$ cat config.mk
export PLATFORM = sky130hd
export DESIGN_NAME = cam_fifo_reader
export DESIGN_NICKNAME = d
export VERILOG_FILES = /design/src/rtl/cam_fifo_reader.sv
export SDC_FILE = /design/constraint.sdc
export NUM_CORES = 1
export LEC_CHECK = 0
export CAP_MARGIN = 20
export CORE_AREA = 2 2 70 138
export CTS_CLUSTER_SIZE = 25
export DETAILED_ROUTE_END_ITERATION = 6
export DIE_AREA = 0 0 72 140
export HOLD_SLACK_MARGIN = 0.02
export PLACE_DENSITY_LB_ADDON = 0.15
export RECOVER_POWER = 50
export SLEW_MARGIN = 30
export SYNTH_ARGS = -nofsm -noshare
export SYNTH_HDL_FRONTEND = slang
export SYNTH_SLANG_ARGS = --single-unit
$ cat constraint.sdc
create_clock -name clk -period 1.7 [get_ports clk]
set_input_delay 0.34 -clock clk [delete_from_list [all_inputs] [get_ports clk]]
set_output_delay 0.34 -clock clk [all_outputs]
set_load 0.1 [all_outputs]
$ cat src/rtl/cam_fifo_reader.sv
// Camera capture FIFO read side: frame-syncs on vsync and packs href byte pairs into RGB565 pixel writes.
// Optional build macro CAM_LINE_CHECK_EN adds a sticky per-line length / line-count error flag.
module cam_fifo_reader #(
  parameter int H_PIX   = 160,
  parameter int V_LINES = 120,
  parameter int ADDR_W  = 15
) (
  input  logic              clk,
  input  logic              reset,
  input  logic              enable,
  input  logic [9:0]        fifo_data,
  input  logic              fifo_empty,
  output logic              fifo_rd,
  output logic              px_we,
  output logic [ADDR_W-1:0] px_addr,
  output logic [15:0]       px_data,
  output logic              frame_done,
  output logic              busy,
  output logic              line_err,
  output logic [1:0]        dbg_state
);

  typedef enum logic [1:0] {
    SYNC_HI = 2'd0,
    SYNC_LO = 2'd1,
    ACTIVE  = 2'd2
  } state_t;

  // One spare bit so the address can reach H_PIX*V_LINES and saturate there.
  localparam int              TOTAL_I = H_PIX * V_LINES;
  localparam logic [ADDR_W:0] TOTAL   = (ADDR_W+1)'(TOTAL_I);

  state_t          state_q;
  logic            rd_pend_q;
  logic [ADDR_W:0] addr_q;
  logic            phase_q;
  logic            prev_href_q;
  logic [7:0]      hi_q;

  logic       vs;
  logic       href;
  logic [7:0] byte_in;

  assign vs        = fifo_data[9];
  assign href      = fifo_data[8];
  assign byte_in   = fifo_data[7:0];
  assign dbg_state = state_q;

  // Read handshake: fifo_rd pulses only when enabled, FIFO non-empty and no word in flight;
  // the word it requests sits on fifo_data during the following cycle (rd_pend_q=1) and is consumed then.
  assign fifo_rd = !reset && enable && !fifo_empty && !rd_pend_q;

  always_ff @(posedge clk) begin
    if (reset) begin
      state_q     <= SYNC_HI;
      rd_pend_q   <= 1'b0;
      addr_q      <= '0;
      phase_q     <= 1'b0;
      prev_href_q <= 1'b0;
      hi_q        <= '0;
      px_we       <= 1'b0;
      px_addr     <= '0;
      px_data     <= '0;
      frame_done  <= 1'b0;
      busy        <= 1'b0;
    end else begin
      rd_pend_q  <= fifo_rd;
      px_we      <= 1'b0;
      frame_done <= 1'b0;
      if (rd_pend_q) begin
        case (state_q)
          SYNC_HI: begin
            if (vs) state_q <= SYNC_LO;
          end
          SYNC_LO: begin
            // The first vsync-low word opens the frame and is itself an active word.
            if (!vs) begin
              state_q     <= ACTIVE;
              busy        <= 1'b1;
              addr_q      <= '0;
              phase_q     <= href;
              prev_href_q <= href;
              if (href) hi_q <= byte_in;
            end
          end
          ACTIVE: begin
            if (vs) begin
              frame_done  <= 1'b1;
              busy        <= 1'b0;
              state_q     <= SYNC_LO;
              addr_q      <= '0;
              phase_q     <= 1'b0;
              prev_href_q <= 1'b0;
            end else if (href) begin
              prev_href_q <= 1'b1;
              if (!phase_q) begin
                hi_q    <= byte_in;
                phase_q <= 1'b1;
              end else begin
                phase_q <= 1'b0;
                if (addr_q < TOTAL) begin
                  px_we   <= 1'b1;
                  px_addr <= addr_q[ADDR_W-1:0];
                  px_data <= {hi_q, byte_in};
                  addr_q  <= addr_q + (ADDR_W+1)'(1);
                end
              end
            end else begin
              if (prev_href_q) phase_q <= 1'b0;
              prev_href_q <= 1'b0;
            end
          end
          default: state_q <= SYNC_HI;
        endcase
      end else if (!enable && state_q == ACTIVE) begin
        // Aborted frame: resync from scratch, no frame_done.
        state_q     <= SYNC_HI;
        busy        <= 1'b0;
        phase_q     <= 1'b0;
        prev_href_q <= 1'b0;
      end
    end
  end

`ifdef CAM_LINE_CHECK_EN
  localparam int PC_W = $clog2(H_PIX + 2);
  localparam int LC_W = $clog2(V_LINES + 1);

  logic [PC_W-1:0] pix_cnt_q;
  logic [LC_W-1:0] line_cnt_q;
  logic            pix_pair;
  logic            line_end;

  assign pix_pair = rd_pend_q && state_q == ACTIVE && !vs && href && phase_q;
  assign line_end = rd_pend_q && state_q == ACTIVE && !vs && !href && prev_href_q;

  // Counters saturate one past their legal limit so an overrun stays detectable.
  always_ff @(posedge clk) begin
    if (reset) begin
      pix_cnt_q  <= '0;
      line_cnt_q <= '0;
      line_err   <= 1'b0;
    end else if (state_q != ACTIVE) begin
      pix_cnt_q  <= '0;
      line_cnt_q <= '0;
    end else if (line_end) begin
      pix_cnt_q <= '0;
      if (pix_cnt_q != PC_W'(H_PIX)) line_err <= 1'b1;
      if (line_cnt_q == LC_W'(V_LINES)) line_err <= 1'b1;
      else line_cnt_q <= line_cnt_q + LC_W'(1);
    end else if (pix_pair && pix_cnt_q != PC_W'(H_PIX + 1)) begin
      pix_cnt_q <= pix_cnt_q + PC_W'(1);
    end
  end
`else
  assign line_err = 1'b0;
`endif

endmodule

# == Yosys cells after proc, flatten, opt, wreduce, memory -nomap -nowiden ==
# Index checks and enable logic that the tools add are counted.
# Widths: inputs -> output; s select.
# op_classes
bitwise_logic,5
eq_ne,15
add_sub_neg,1
reduce_logical,21
magnitude_cmp,1
mux,35
# op_table
op,count
$mux 16,5
$mux 8,5
$pmux 16 s2,1
$ne 3x3->1 const B,6
$add 16x1->16 const B,1
$lt 16x15->1 const B,1
$pmux 8 s2,1
$mux 1,15
$reduce_and 6->1,2
$ne 2x2->1 const B,5
$mux 2,4
$reduce_and 4->1,2
$reduce_and 7->1,1
$pmux 1 s2,3
$reduce_and 3->1,2
$reduce_or 6->1,1
$ne 5x5->1 const B,1
$not 1->1,5
$logic_and 1x1->1,4
$logic_not 1->1,4
$pmux 2 s2,1
$reduce_bool 2->1,2
$ne 3x1->1 const B,1
$reduce_or 3->1,1
other kinds (4),4
# word_totals
reg_bits,63
out_inout_bits,38
word_cells,89

# == Longest topological paths before layout ==
# depth
word_depth,6
mapped_depth,6

# == Least setup slack after synthesis ==
# OpenSTA, ideal clock, no wires.
# synth_path
kind,input to output
from,input reset
to,output fifo_rd
path_buffers,2
path_stages,3
arrival_time_ns,2.763
setup_slack_ns,-1.403
t_required_ns,1.360
path_cell_list,clkbuf_1 clkbuf_1 nor3_1
# synth_via
elab_chain_cells,4
# synth_rtl
element,line,rtl
"start, declared",9,"input logic reset,"
$logic_not 1->1,51,assign fifo_rd = !reset && enable && !fifo_empty && !rd_pend_q;
$logic_and 1x1->1 (3 in series),51,
"end, declared",13,"output logic fifo_rd,"
# No other way between the ends.

# == Final worst setup path ==
# layout_path
from,input enable
to,output fifo_rd
# layout_via
elab_chain_cells,3
# layout_rtl
element,line,rtl
"start, declared",10,"input logic enable,"
$logic_and 1x1->1 (3 in series),51,
# No other way between the ends.

==> results.md <==
- HPWL Detailed: 4.72 mm
- Final hold violations: 0
- Filler cells: 873
- Die X: 72 um
- # hold bufs at CTS: 0
- CORE AREA: 9010 um^2
- GPL Wtd Cong: ~0.8
- Top Ports: 52
- Final WS setup: -27.0 ps
- Post-synth EDFFs: 0
- DRC: 0
- CP endpoint: fifo_rd
- Reg2reg path depth: 5
- Die H: around 140 um
- Via count: 2334
- CP Depth: 4
- Placed cells: ~440
- CP bufs+invs: 2
- Main synth FF type: dfxtp_1
- R2r setup slk: 0 ps
- Critical path class: primary input to primary output
- Least-Margin Pin Slew: 563 ps
- Met2 wire length: 3.70 mm
- Antenna Nets Post-Route: 0
- Die ar.: 10100 um^2
- Final worst-path cycle share: 1.02
- Static leakage: 0.00177 uW
- First-pass GRT wire length: 11.5 mm
- Max Used Layer: met4
- Type of origin of the critical path: primary input
- Commonest non-fill, non-tap cell in the layout: dfxtp_1
- Worst r2r src: addr_q[15]
- Synth Register Bits: 63
- CTS Buffer Depth: 2
- Site row count: between 40 and 50
- Relative slew margins: 0.626
- R2R Path End: addr_q[5]
- Final setup vio count: 3
- PortBufs: 50
- Max Slew Vio Count: 0
- Clk_skew: 6.74 ps
- Register area: 1270 um^2
- Critical Path End Type: primary output
- Failing checks: setup timing
- Most frequent cells in the layout: 59 x dfxtp_1, 46 x nor2_1, 41 x mux2i_1
- Maximum vdd drop: about 0.57 mV
- Synth cell types: 38
- CP Launch Point: enable
- CTS tree: done
- Cts bufs inserted: 9
- Max_cap viols: 0
- Root buf cell: clkbuf_16
- Slowest CP cell: dlygate4sd3_1
- DR vias/cell: 5.00
- Routed len/inst: 14.7 um
- Fraction of layout cells with a size suffix above 1: 0.318
- ANT cells: 0
- CP max FO: 2
- Nets: ~380
- CP top delay family: buffers and inverters
- CP cell instances: dlygate4sd3_1, nand2b_1, nor3_4, buf_12
- Initial core utilization: 0.291
- WL final: 6.84 mm
- Finished Core Util: 0.416
- Gr usage total: 0.150
- Ys async rst share: 0
- Htree depth: 3
- Sequential share of the synthesized area: 0.481
- Mapped cell area: 2620 um^2
- Avg Inst Size Synth: roughly 9.6 um^2
- Met3 routed WL: ~330 um
- Hold Crit Class: primary input to flop
- Multi-input gate area: 1310 um^2
- Syn_nets: ~290
- Power Density: about 960 nW/um^2
- CP peak stage delay: 540 ps
- Achievable Freq: slightly below 600 MHz
- Outcome: finished with violations
- Synth Instances: 272
- Wl on met1: 2.55 mm
- Drt first pass iters: 4
- Clock transition at the registers of the reported paths: ~50 ps
- Initial antenna violation count: 0
- Layout area overhead: 43.1%
- Grt ovf: 0
- Largest net degree at the start of global routing: 31
- Worst skew pair latency: 330 ps
- Non-filler instance count after layout: 467
- CTS Sinks: 63
- Crit path DAT: 1390 ps
- Crit path required time: 1360 ps
- DR iter-0 viols: ~130
- Unrepaired setup endpoints after global routing: true
- Period minus WS final: 1730 ps
- Vias in the first global route: between 2000 and 2500
- Synth warn: 0
## flip-flops by register name (all words and copies together), names as in the netlist
register     flops
prev_href_q      1
px_data         16
addr_q          16
hi_q             8
px_addr         15
dbg_state        2
px_we            1
frame_done       1
busy             1
rd_pend_q        1
phase_q          1
## per-stage QoR
step / hold WS (ps) / worst slack [ps] / setup TNS (ps) / total power (uW) / instance area (um^2)
after floorplan: 417 / -42.6 / -42.6 / 1590 / 2680
after global placement: 472 / -377 / -16680 / 1650 / 3870
after detailed placement: 483 / -401 / -17100 / 1650 / 3870
after CTS: 494 / -0.0191 / -0.0191 / 3670 / 4270
after global routing: 508 / -89.6 / -670 / 3720 / 3750
final: 485 / -27.0 / -31.2 / 3590 / 3750
## worst min-delay path, stage by stage
cell            delay, ps
dlymetal6s2s_1        150
buf_4                 160
nand3_1                60
a21oi_1                50
## logic make-up after synthesis
logic type	share of synthesized area
AOI/OAI and AO/OA	0.115
buffers and inverters	0.0430
muxes	0.157
and+or+nand+nor	0.198
DFF	0.481
adders and majority gates	0.00477
other	0.00143
## area by class of cell
cell class                 count  area share
tap                          102      0.0340
inverter                       4     0.00400
multi-input combinational    186       0.350
timing repair buffer          96       0.188
sequential                    63       0.338
clock buffer                   9      0.0600
clock inverter                 7      0.0260
## report_power, final
group | leakage (uW) | total, uW | internal [uW] | switching (uW)
clock | 0.000152 | 1970 | 1280 | 689
combinational | 0.00111 | 137 | 55.3 | 82.1
sequential | 0.000510 | 1480 | 1480 | 2.16
## worst min path at each step
stage                 start           end  slack, ps  cells after the start
3_3_place_gp        hi_q[4]   px_data[12]        470                      2
4_1_cts               reset   px_addr[13]        490                      3
2_1_floorplan    fifo_empty     rd_pend_q        420                      1
6_report       fifo_data[9]  dbg_state[0]        480                      4
5_1_grt          addr_q[15]    addr_q[15]        510                      1
3_5_place_dp        hi_q[0]       hi_q[0]        480                      2
## cells in the mapped netlist (3+ instances only)
| cell | n | share of area |
|---|---|---|
| clkbuf_1 | 9 | 0.013 |
| o21ai_0 | 4 | 0.0076 |
| mux2i_1 | 41 | 0.16 |
| and4_1 | 3 | 0.010 |
| nand3_1 | 6 | 0.011 |
| inv_1 | 4 | 0.0057 |
| o211ai_1 | 5 | 0.014 |
| a21oi_1 | 18 | 0.034 |
| nor2_1 | 46 | 0.066 |
| nand2_1 | 5 | 0.0072 |
| o31ai_1 | 11 | 0.032 |
| buf_4 | 3 | 0.0086 |
| dfxtp_1 | 63 | 0.48 |
| nor2b_1 | 3 | 0.0072 |
| buf_2 | 5 | 0.0095 |
| nand2b_1 | 5 | 0.012 |
| or4_1 | 13 | 0.037 |
## layer usage
layer / vias to the layer above / GRT usage
li1: 1149 / -
met1: 1102 / 0.147
met2: 62 / 0.266
met3: 21 / 0.0439
met4: 0 / 0.0943
met5: - / 0
## timing repair
item / 4_1_cts / 5_1_grt
cloned: 2 / 0
hold endpoints to repair: 0 / 0
buffers inserted: 6 / 1
pin swaps: 4 / 17
endpoints found under the setup margin: 12 / 52
gates resized for setup: 10 / 8
(Power assumes the default switching activity.)
